## src/rtl/versatile_mem_ctrl_burst_seq.sv

```systemverilog
// rtl/versatile_mem_ctrl_burst_seq.sv - DDR2 burst data sequencer between Tx/Rx FIFOs and the I/O stage
module versatile_mem_ctrl_burst_seq #(
    parameter int RX_DLY    = 2,
    parameter int WIN_DEPTH = 16
) (
    input  logic        sdram_clk_0,
    input  logic        wb_rst,
    input  logic        cmd_wr_i,
    input  logic        cmd_rd_i,
    input  logic        bl8_i,
    input  logic [2:0]  rl_i,
    input  logic [35:0] tx_fifo_dat_i,
    input  logic        tx_fifo_empty_i,
    output logic        tx_fifo_rd_o,
    output logic [35:0] tx_dat_o,
    output logic        dq_en_o,
    output logic        dqm_en_o,
    input  logic [35:0] rx_dat_i,
    output logic [31:0] rx_fifo_dat_o,
    output logic        rx_fifo_wr_o,
    output logic        busy_o,
    output logic        underrun_o,
    output logic        cmd_err_o
);

    // Bit k of each window register describes the cycle k clocks from now:
    // en = DQ drive cycle, pop = Tx FIFO pop cycle, smp = rx capture cycle.
    logic [WIN_DEPTH-1:0] en_q, en_d;
    logic [WIN_DEPTH-1:0] pop_q, pop_d;
    logic [WIN_DEPTH-1:0] smp_q, smp_d;
    logic [35:0]          tx_dat_q, tx_dat_d;
    logic                 dqm_q, dqm_d;
    logic                 rx_wr_q, rx_wr_d;
    logic [31:0]          rx_dat_q, rx_dat_d;
    logic                 busy_q, busy_d;
    logic                 underrun_q, underrun_d;
    logic                 err_q, err_d;
    // Remaining cycles during which a same-type command is too early.
    logic [1:0]           wr_hold_q, wr_hold_d;
    logic [1:0]           rd_hold_q, rd_hold_d;

    logic [2:0]           rl_eff;
    logic [2:0]           wr_off;
    logic [4:0]           rd_off;
    logic [WIN_DEPTH-1:0] en_mask;
    logic [WIN_DEPTH-1:0] burst_mask;
    logic                 wr_ok;
    logic                 rd_ok;
    logic                 err_now;
    logic                 unused_rx_bits;

    assign unused_rx_bits = ^rx_dat_i[3:0];

    // Window scheduling, command legality, and the registered data paths.
    always_comb begin
        rl_eff     = (rl_i < 3'd3) ? 3'd3 : rl_i;
        // Next-state bit 0 is the cycle after the command; preamble sits at T+WL-1 = T+RL-2.
        wr_off     = rl_eff - 3'd3;
        // Capture cycle is one before the push at T+RL+RX_DLY.
        rd_off     = 5'(rl_eff) + 5'(RX_DLY) - 5'd2;
        en_mask    = bl8_i ? {{(WIN_DEPTH-5){1'b0}}, 5'b11111} : {{(WIN_DEPTH-5){1'b0}}, 5'b00111};
        burst_mask = bl8_i ? {{(WIN_DEPTH-4){1'b0}}, 4'b1111}  : {{(WIN_DEPTH-4){1'b0}}, 4'b0011};

        wr_ok   = cmd_wr_i & ~cmd_rd_i & (wr_hold_q == 2'd0);
        rd_ok   = cmd_rd_i & ~cmd_wr_i & (rd_hold_q == 2'd0);
        err_now = (cmd_wr_i & cmd_rd_i)
                | (cmd_wr_i & ~cmd_rd_i & (wr_hold_q != 2'd0))
                | (cmd_rd_i & ~cmd_wr_i & (rd_hold_q != 2'd0));

        en_d  = {1'b0, en_q[WIN_DEPTH-1:1]};
        pop_d = {1'b0, pop_q[WIN_DEPTH-1:1]};
        smp_d = {1'b0, smp_q[WIN_DEPTH-1:1]};
        if (wr_ok) begin
            en_d  = en_d  | (en_mask << wr_off);
            pop_d = pop_d | (burst_mask << wr_off);
        end
        if (rd_ok) begin
            smp_d = smp_d | (burst_mask << rd_off);
        end

        wr_hold_d = wr_ok ? (bl8_i ? 2'd3 : 2'd1) : ((wr_hold_q != 2'd0) ? wr_hold_q - 2'd1 : 2'd0);
        rd_hold_d = rd_ok ? (bl8_i ? 2'd3 : 2'd1) : ((rd_hold_q != 2'd0) ? rd_hold_q - 2'd1 : 2'd0);
        err_d     = err_q | err_now;

        // A pop cycle loads the next data word; an enable cycle not fed by a pop is a preamble.
        tx_dat_d   = tx_dat_q;
        dqm_d      = 1'b0;
        underrun_d = underrun_q;
        if (pop_q[0]) begin
            dqm_d    = tx_fifo_empty_i;
            tx_dat_d = tx_fifo_empty_i ? 36'h0 : tx_fifo_dat_i;
            if (tx_fifo_empty_i) begin
                underrun_d = 1'b1;
            end
        end else if (en_d[0]) begin
            tx_dat_d = 36'h0;
            dqm_d    = 1'b1;
        end

        rx_wr_d  = smp_q[0];
        rx_dat_d = smp_q[0] ? rx_dat_i[35:4] : rx_dat_q;
        busy_d   = (|en_d) | (|pop_d) | (|smp_d) | rx_wr_d;
    end

    // State register; reset drops all in-flight bursts and clears the sticky flags.
    always_ff @(posedge sdram_clk_0) begin
        if (wb_rst) begin
            en_q       <= '0;
            pop_q      <= '0;
            smp_q      <= '0;
            tx_dat_q   <= 36'h0;
            dqm_q      <= 1'b0;
            rx_wr_q    <= 1'b0;
            rx_dat_q   <= 32'h0;
            busy_q     <= 1'b0;
            underrun_q <= 1'b0;
            err_q      <= 1'b0;
            wr_hold_q  <= 2'd0;
            rd_hold_q  <= 2'd0;
        end else begin
            en_q       <= en_d;
            pop_q      <= pop_d;
            smp_q      <= smp_d;
            tx_dat_q   <= tx_dat_d;
            dqm_q      <= dqm_d;
            rx_wr_q    <= rx_wr_d;
            rx_dat_q   <= rx_dat_d;
            busy_q     <= busy_d;
            underrun_q <= underrun_d;
            err_q      <= err_d;
            wr_hold_q  <= wr_hold_d;
            rd_hold_q  <= rd_hold_d;
        end
    end

    assign tx_fifo_rd_o  = pop_q[0] & ~tx_fifo_empty_i;
    assign tx_dat_o      = tx_dat_q;
    assign dq_en_o       = en_q[0];
    assign dqm_en_o      = dqm_q;
    assign rx_fifo_dat_o = rx_dat_q;
    assign rx_fifo_wr_o  = rx_wr_q;
    assign busy_o        = busy_q;
    assign underrun_o    = underrun_q;
    assign cmd_err_o     = err_q;

endmodule

```

## config.mk

```make
export PLATFORM = sky130hd
export DESIGN_NAME = versatile_mem_ctrl_burst_seq
export DESIGN_NICKNAME = d
export VERILOG_FILES = /design/src/rtl/versatile_mem_ctrl_burst_seq.sv
export SDC_FILE = /design/constraint.sdc
export NUM_CORES = 1
export LEC_CHECK = 0
export CAP_MARGIN = 25
export CORE_ASPECT_RATIO = 1.25
export CORE_MARGIN = 5
export CORE_UTILIZATION = 45
export CTS_BUF_LIST = sky130_fd_sc_hd__clkbuf_8
export DETAILED_ROUTE_END_ITERATION = 10
export HOLD_SLACK_MARGIN = 0.12
export PLACE_DENSITY = 0.93
export SYNTH_ARGS = -nofsm -noshare
export SYNTH_HDL_FRONTEND = slang
export SYNTH_SLANG_ARGS = --single-unit
```

## constraint.sdc

```tcl
create_clock -name sdram_clk_0 -period 7.1 [get_ports sdram_clk_0]
set_clock_uncertainty 0.15 [all_clocks]
set_input_delay 2.13 -clock sdram_clk_0 [delete_from_list [all_inputs] [get_ports sdram_clk_0]]
set_output_delay 2.13 -clock sdram_clk_0 [all_outputs]
set_load 0.05 [all_outputs]
```

Word level (Yosys, flattened, before mapping)
Cells that the tools add are included.
{ "op_classes": {"n_reduce_logical": 9, "order_cmp": 1, "n_addsub": 5, "n_shift": 3, "bitwise": 20, "mux": 16} }
{ "ops": {"columns": ["operator", "n"], "rows": [
  ["$mux 36", 3],
  ["$mux 16", 3],
  ["$or 15x16->16", 3],
  ["$reduce_or 16->1", 3],
  ["$shl 4x3->16", 1],
  ["$shl 4x5->16", 1],
  ["$shl 5x3->16", 1],
  ["$mux 2", 5],
  ["$and 1x1->1", 8],
  ["$or 1x1->1", 6],
  ["$reduce_bool 2->1", 3],
  ["$mux 5", 1],
  ["$sub 4x2->5 const B", 1],
  ["$add 3x2->4 const B", 1],
  ["$logic_not 2->1", 2],
  ["$mux 4", 1],
  ["$sub 2x1->2 const B", 2],
  ["$lt 3x2->1 const B", 1],
  ["$mux 3", 1],
  ["$not 1->1", 3],
  ["$sub 3x2->3 const B", 1],
  ["$mux 1", 2],
  ["$reduce_and 2->1", 1]
]} }
{ "word_totals": {"inputBits": 81, "out_inout_bits": 75, "wordCells": 66, "ff_bits": 125} }

Longest topological paths before layout
Gate-level depths: netlist of the first run.
{ "logic_depth": {"depth_word": 10, "mapped_depth": 10, "depth_no_buf": 8} }

Worst setup path before layout of the first run
OpenSTA, ideal clock, no wires.
{ "synth_path": {"kind": "input to output", "start": "input port tx_fifo_empty_i", "end": "output port tx_fifo_rd_o", "n_path_buf": 1, "cell_stages": 2, "t_required_ps": 4820, "path_slack_ps": 1932, "arrival_time_ps": 2888, "path_cell_list": "nor2b_1 clkbuf_1"} }
{ "synth_via": {"elab_chain_cells": 2} }
{ "synth_rtl": {"columns": ["item", "line", "text"], "rows": [
  ["start: declaration", "13", "input logic tx_fifo_empty_i,"],
  ["$not 1->1", "136", "assign tx_fifo_rd_o = pop_q[0] & ~tx_fifo_empty_i;"],
  ["$and 1x1->1", "136", null],
  ["end: declaration", "14", "output logic tx_fifo_rd_o,"]
]} }
No other way between the ends.

Worst setup path after layout of the first run
Ends and elaborated chain as after synthesis.

==> results of run 1 <==
cell families after synthesis:
| family | synth area share, % |
|---|---|
| fa+ha+maj | 1.50 |
| mux | 8.26 |
| compound gates | 13.2 |
| xor+xnor | 0.219 |
| buf+inv | 6.07 |
| flops | 53.6 |
| simple gates | 17.2 |
state kept, by name, summed over array words and instances, names as in the netlist:
signal         cells
busy_o             1
cmd_err_o          1
dqm_en_o           1
en_q              12
pop_q              7
rd_hold_q          2
rx_fifo_dat_o     32
rx_fifo_wr_o       1
smp_q             11
tx_dat_o          36
underrun_o         1
wr_hold_q          2
final timing paths:
check,end,cells after the start
max reg2reg,tx_dat_o[22]$_SDFFE_PP0P_,6
min,en_q[10]$_SDFF_PP0_,2
min reg2reg,en_q[10]$_SDFF_PP0_,2
max,tx_fifo_rd_o,3
metrics by stage:
stage | hold WS [ns] | utilization (%) | worst slack, ns | power, W
after floorplan | 0.270 | - | 1.93 | 0.000739
after detailed placement | 0.296 | 62.9 | 1.26 | 0.000803
after global routing | 0.321 | 66.3 | 1.24 | 0.00133
final | 0.305 | 66.3 | 1.26 | 0.00128
after CTS | 0.311 | 66.1 | 1.25 | 0.00128
after global placement | 0.290 | 62.9 | 1.25 | 0.000799
power groups by stage:
stage | Combinational, W | Sequential (W) | Clock [W]
finish | 0.000168 | 0.000624 | 0.000483
global route | 0.000180 | 0.000626 | 0.000523
CTS | 0.000166 | 0.000625 | 0.000494
detailed placement | 0.000165 | 0.000638 | 0
global placement | 0.000162 | 0.000638 | 0
floorplan | 0.0000792 | 0.000660 | 0
critical path, stage by stage:
cell and delay, ns:
sky130_fd_sc_hd__clkdlybuf4s50_1 0.44, sky130_fd_sc_hd__nor2b_2 0.14, sky130_fd_sc_hd__clkdlybuf4s50_1 0.85
metal layers:
layer	vias up	global-route usage [%]
met4	0	8.67
met2	139	32.4
met3	18	6.28
met1	1658	21.6
met5	-	0
li1	1682	-
cell usage after synthesis:
cell type	count	area share, %
sky130_fd_sc_hd__buf_2	4	0.50
sky130_fd_sc_hd__a31oi_1	8	1.3
sky130_fd_sc_hd__nand3b_1	2	0.38
sky130_fd_sc_hd__nor2_1	98	9.2
sky130_fd_sc_hd__nand2b_1	4	0.63
sky130_fd_sc_hd__nand2_1	5	0.47
sky130_fd_sc_hd__ha_1	4	1.3
sky130_fd_sc_hd__a22oi_1	38	7.1
sky130_fd_sc_hd__clkbuf_1	16	1.5
sky130_fd_sc_hd__o21ai_0	10	1.3
sky130_fd_sc_hd__nor4b_4	2	1.2
sky130_fd_sc_hd__inv_1	10	0.94
sky130_fd_sc_hd__and4_4	1	0.28
sky130_fd_sc_hd__nor3b_1	1	0.19
sky130_fd_sc_hd__or2_2	1	0.16
sky130_fd_sc_hd__nor2b_1	9	1.4
sky130_fd_sc_hd__nand3_1	2	0.25
sky130_fd_sc_hd__and3_1	1	0.16
sky130_fd_sc_hd__nor4_1	5	0.78
sky130_fd_sc_hd__buf_4	1	0.19
sky130_fd_sc_hd__a22o_1	1	0.22
sky130_fd_sc_hd__dfxtp_1	107	54
sky130_fd_sc_hd__nand4_1	2	0.31
sky130_fd_sc_hd__and4b_1	1	0.25
sky130_fd_sc_hd__a21oi_1	18	2.3
sky130_fd_sc_hd__nor3_1	6	0.75
sky130_fd_sc_hd__a21o_1	1	0.19
sky130_fd_sc_hd__and2_1	1	0.16
sky130_fd_sc_hd__buf_6	8	2.3
sky130_fd_sc_hd__nor2_4	1	0.28
sky130_fd_sc_hd__o31ai_1	1	0.19
sky130_fd_sc_hd__or4b_4	1	0.34
sky130_fd_sc_hd__o21ai_1	1	0.13
sky130_fd_sc_hd__mux2i_1	33	8.3
sky130_fd_sc_hd__maj3_1	1	0.25
sky130_fd_sc_hd__a2111oi_0	1	0.22
sky130_fd_sc_hd__o211ai_1	2	0.38
sky130_fd_sc_hd__clkbuf_8	2	0.69
sky130_fd_sc_hd__xnor2_1	1	0.22
area by class of cell:
class | instances | area [um2]
clock buffers | 11 | 151
clock inverters | 5 | 124
fillers | 698 | 2930
inverters | 10 | 37.5
multi-input cells | 263 | 1620
flip-flops and latches | 107 | 2140
well taps | 120 | 150
repair buffers | 154 | 1540
==> results by group, run 1 <==
Status
  • Run status: finished clean

Clock network
  • Sinks on the clock net: 107
  • Library cell used as clock root buffer: sky130_fd_sc_hd__clkbuf_8
  • TritonCTS clock tree: done
  • Maximum root-to-sink buffer count: 2
  • Cells resized by post-CTS repair: 0
  • Post-CTS setup repair buffer count: 0
  • Cts bufs inserted: 9
  • Skew-Pair Late Insertion Delay: 0.36 ns
  • Clock transition at the registers of the reported paths: 0.09 ns
  • Number of hold buffers added after cts: 0
  • H-tree level count: 3

STA
  • Final setup TNS: 0 ns
  • Number of hold violations in the final report: 0
  • Final Cycle Share: 82.3%
  • Worst slew margin: 31.1%
  • FMAX: 171 MHz
  • Setup repair after global routing missed its margin: no
  • Worst slew pin tran: 1.03 ns
  • Max-slew violation count: 0
  • Final setup fails: 0
  • Final Critical Period: 5.84 ns

Logic synthesis
  • Distinct cell type count of the synthesized netlist: 39
  • Mean Syn Cell Area: 9.73 um2
  • Net count of the mapped netlist: 496
  • Warning count from the yosys run: 0
  • Mapped cell area: 0.00400 mm2
  • Seq/Total Area, Yosys: 53.6%
  • Number of instances in the synthesized netlist: 411
  • Synth Register Bits: 107

GRT
  • First-pass GRT wire length: 16.5 mm
  • Number of antenna violations at the first check in global routing: 0
  • Global-route total usage across every layer: 19.1%
  • Number of global-route vias before repair: 3555
  • Congestion Overflow GR: 0
  • Maximum number of pins on one net before global-route repair: 108

Floorplan
  • Placeable Area: 0.00870 mm2
  • Vertical extent of the die: 115 um
  • Number of I/O pins: 156
  • Horizontal die dimension: 94.3 um
  • Starting Density: 46.0%
  • Number of cell rows: 38
  • Area enclosed by the die boundary: 0.0109 mm2

Flow run
  • Max_cap viols: 0

Critical path
  • Reg2Reg Launch Point: wr_hold_q[1]$_SDFF_PP0_
  • Critical path launch point type: primary input
  • Worst-path maximum fanout: 2
  • Required time worst endpoint: 4.82 ns
  • Crit path kind: primary input to output port
  • Source of the critical timing path: tx_fifo_empty_i
  • Arrival time worst endpoint: 3.56 ns
  • Slack of the worst reg-to-reg path: 4.81 ns
  • Kind of end point of the critical path: output port

Cells and area
  • Final Non-Filler Cells: 670
  • Antenna diodes: 0
  • Area Growth Syn to Fin: 44.3%
  • Number of nets in the layout: 630
  • Leading cell type in the layout, fill and taps excluded: sky130_fd_sc_hd__clkdlybuf4s50_1
  • Commonest non-fill, non-tap cells in the layout: sky130_fd_sc_hd__clkdlybuf4s50_1 (150), sky130_fd_sc_hd__dfxtp_1 (106), sky130_fd_sc_hd__nor2_1 (98)
  • Share of post-route cells with drive strength above 1: 5.09%
  • Final standard cell area without fillers: 0.00577 mm2

Power and ir drop
  • Part of the power in combinational logic: 13.2%
  • Share of total power in sequential cells: 48.9%
  • Static leakage: 2.09 nW
  • Largest voltage drop on the vdd net: 0.169 mV
  • Switching fraction of total power: 23.0%
  • Pwr Density: 221 mW/mm2
  • Clock power share: 37.9%
  • Total internal power: 0.000982 W
  • Switching power summed over all nets: 0.000294 W

Routing
  • Post-detailed-routing wire length: 10.5 mm
  • DR WL met3: 872 um
  • Via count: 3497
  • First DRT Iteration DRCs: 204
  • Highest routed metal layer: met4
  • Average wire per cell in the routed design: 15.6 um
  • Final ANT Viol Nets: 0
  • Sum of met2 wire segment lengths after detailed routing: 5.24 mm
  • Met1 layer wirelength in the final routing: 4.11 mm
  • Drt via density: 5.22
  • Final routed DRC violation total: 0
  • First-pass iteration count of the detailed router: 5

Worst hold path
  • Class of the tightest hold or removal check: flop to flop
  • Beginning of the worst hold path: en_q[11]$_SDFF_PP0_

Place
  • Weighted congestion reported at the end of routability-driven placement: 0.902
  • Port Buffer Count: 151
  • Post-detailed-placement cell area: 0.00547 mm2
  • Sum of net half-perimeters after detailed placement: 7.34 mm
  • Inst Count DP: 653
Note: power is estimated with default switching activity, not from simulation.
==> run 2, diff against run 1 <==
==> constraint.sdc (replaced) <==
create_clock -name sdram_clk_0 -period 5.4 [get_ports sdram_clk_0]
set_clock_uncertainty 0.15 [all_clocks]
set_input_delay 1.62 -clock sdram_clk_0 [delete_from_list [all_inputs] [get_ports sdram_clk_0]]
set_output_delay 1.62 -clock sdram_clk_0 [all_outputs]
set_load 0.05 [all_outputs]
==> run 2 against run 1 <==
Sequential cell count unchanged; routed wire length down 0.76%; clock-buffer cell count down 1; die area unchanged; design area down 1.6%; largest cell class unchanged; final cell count unchanged; worst setup slack worse by 0.11 ns; critical path depth up 5; power up 14%; first-iteration DRC count up 11%; via count down 3.0%.
==> results by group, run 2 (synthesis results as in run 1) <==
Status
  • Run status: finished clean

Cells and area
  • Final standard cell area without fillers: 0.00568 mm2 (-1.6%)
  • Area Growth Syn to Fin: 41.9%
  • Commonest non-fill, non-tap cells in the layout: sky130_fd_sc_hd__clkdlybuf4s50_1 (149), sky130_fd_sc_hd__dfxtp_1 (106), sky130_fd_sc_hd__nor2_1 (98)
  • Flip-flop count of the largest register after layout: 36 (unchanged)
  • Final Non-Filler Cells: 670 (unchanged)
  • Antenna diodes: 0 (unchanged)
  • Share of post-route cells with drive strength above 1: 4.91% (-0.18 points)
  • Leading cell type in the layout, fill and taps excluded: sky130_fd_sc_hd__clkdlybuf4s50_1
  • Number of nets in the layout: 633 (+0.48%)

Critical path
  • Required time worst endpoint: 5.46 ns (+0.64 ns)
  • Worst-path maximum fanout: 18 (+16)
  • Kind of end point of the critical path: flop
  • Worst-case reg-to-reg path depth: 7 (+1)
  • Arrival time worst endpoint: 4.32 ns (+0.76 ns)
  • Slack of the worst reg-to-reg path: 3.47 ns (-1.34 ns)
  • Crit path kind: primary input to flop
  • Reg2Reg Launch Point: wr_hold_q[1]$_SDFF_PP0_
  • Critical path launch point type: primary input
  • Worst r2r dst: tx_dat_o[8]$_SDFFE_PP0P_

Floorplan
  • Number of I/O pins: 156 (unchanged)
  • Starting Density: 46.0% (unchanged)
  • Placeable Area: 0.00870 mm2 (unchanged)
  • Number of cell rows: 38 (unchanged)
  • Horizontal die dimension: 94.3 um (unchanged)
  • Vertical extent of the die: 115 um (unchanged)
  • Area enclosed by the die boundary: 0.0109 mm2 (unchanged)

GRT
  • Global-route total usage across every layer: 18.8% (-0.29 points)
  • Maximum number of pins on one net before global-route repair: 108 (unchanged)
  • First-pass GRT wire length: 16.4 mm (-0.25%)
  • Congestion Overflow GR: 0 (unchanged)
  • Number of antenna violations at the first check in global routing: 0 (unchanged)
  • Number of global-route vias before repair: 3487 (-1.9%)

STA
  • Final Cycle Share: 78.8%
  • Final setup TNS: 0 ns (unchanged)
  • Worst slew pin tran: 0.555 ns (-0.479 ns)
  • Worst slew margin: 62.9% (+32 points)
  • Max-slew violation count: 0 (unchanged)
  • Number of hold violations in the final report: 0 (unchanged)
  • Final Critical Period: 4.25 ns
  • Setup repair after global routing missed its margin: no
  • Final setup fails: 0 (unchanged)
  • FMAX: 235 MHz

Clock network
  • Cts bufs inserted: 9 (unchanged)
  • TritonCTS clock tree: done
  • Skew-Pair Late Insertion Delay: 0.35 ns (about the same)
  • Cells resized by post-CTS repair: 0 (unchanged)
  • Number of hold buffers added after cts: 0 (unchanged)
  • Clock transition at the registers of the reported paths: 0.08 ns (about the same)
  • Library cell used as clock root buffer: sky130_fd_sc_hd__clkbuf_8
  • Maximum root-to-sink buffer count: 2 (unchanged)
  • Post-CTS setup repair buffer count: 0 (unchanged)
  • Sinks on the clock net: 107 (unchanged)
  • H-tree level count: 3 (unchanged)

Routing
  • Drt via density: 5.06 (-3.0%)
  • Via count: 3391 (-3.0%)
  • Final routed DRC violation total: 0 (unchanged)
  • Met1 layer wirelength in the final routing: 4.13 mm (+0.71%)
  • DR WL met3: 810 um (-7.1%)
  • Sum of met2 wire segment lengths after detailed routing: 5.28 mm (+0.80%)
  • Average wire per cell in the routed design: 15.5 um (-0.76%)
  • Post-detailed-routing wire length: 10.4 mm (-0.76%)
  • Highest routed metal layer: met4
  • First DRT Iteration DRCs: 226 (+11%)
  • First-pass iteration count of the detailed router: 4 (-1)
  • Final ANT Viol Nets: 0 (unchanged)

Power and ir drop
  • Tot Pwr: 0.00145 W (+14%)
  • Largest voltage drop on the vdd net: 0.143 mV (-15%)
  • Static leakage: 2.06 nW (-1.6%)
  • Pwr Density: 255 mW/mm2 (+15%)

Place
  • Weighted congestion reported at the end of routability-driven placement: 0.886 (-1.7%)
  • Post-detailed-placement cell area: 0.00549 mm2 (+0.23%)
  • Inst Count DP: 655 (+0.31%)
  • Sum of net half-perimeters after detailed placement: 7.38 mm (+0.41%)
  • Port Buffer Count: 151 (unchanged)

Worst hold path
  • Hold Path Sink: en_q[10]$_SDFF_PP0_
  • Hold-critical path depth: 2 (unchanged)
  • Class of the tightest hold or removal check: flop to flop
  • Beginning of the worst hold path: en_q[11]$_SDFF_PP0_

Flow run
  • Max_cap viols: 0 (unchanged)
## run 2: cell count changes in the layout (fill, tap and decap cells not counted), sizes merged
cell | before | now
buf | 4 | 8
bufinv | 4 | 0
clkbuf | 11 | 10
clkdlybuf4s50 | 150 | 149
inv | 11 | 13
## run 2: worst max-delay path by stage
stage                    startpoint           endpoint  slack [ns]  cells past startpoint
floorplan           tx_fifo_empty_i       tx_fifo_rd_o        1.25                      2
global placement            rl_i[0]  busy_o$_SDFF_PP0_        0.84                      8
detailed placement          rl_i[0]  busy_o$_SDFF_PP0_        0.78                      8
CTS                         rl_i[0]  busy_o$_SDFF_PP0_        1.17                      8
finish                      rl_i[0]  busy_o$_SDFF_PP0_        1.15                      8
global route                rl_i[0]  busy_o$_SDFF_PP0_        0.98                      8
## run 2: area by class of cell
type                       count  area [um2]
clock buffer                  10         138
fill                         699        3030
sequential                   107        2140
inverter                      10        37.5
multi-input combinational    263        1620
timing repair buffer         157        1580
clock inverter                 3        11.3
tap                          120         150
## run 2: per-layer routing
layer  global-route usage [%]  vias up
met3                     6.22       14
met2                     32.0      113
met1                     21.9     1583
met5                        0        -
met4                     6.94        0
li1                         -     1681
## run 2: stage by stage
step                util, %  setup slack (ns)  hold WS (ns)
global placement       63.1             0.841         0.286
finish                 65.2              1.15         0.300
detailed placement     63.1             0.780         0.294
global route           65.2             0.980         0.327
CTS                    64.8              1.17         0.305
floorplan                 -              1.25         0.270
## run 2: critical path, cell delays in order
cell	delay, ns
sky130_fd_sc_hd__clkdlybuf4s50_1	0.51
sky130_fd_sc_hd__nand2b_1	0.31
sky130_fd_sc_hd__ha_1	0.28
sky130_fd_sc_hd__ha_1	0.63
sky130_fd_sc_hd__o21ai_0	0.17
sky130_fd_sc_hd__a21o_1	0.21
sky130_fd_sc_hd__a2111oi_0	0.42
sky130_fd_sc_hd__a31oi_1	0.16
## run 2: power by group
group          internal, W  switching [W]  leakage, nW
clock network     0.000168       0.000239       0.0879
registers         0.000808      0.0000117        0.866
logic             0.000105       0.000117         1.10
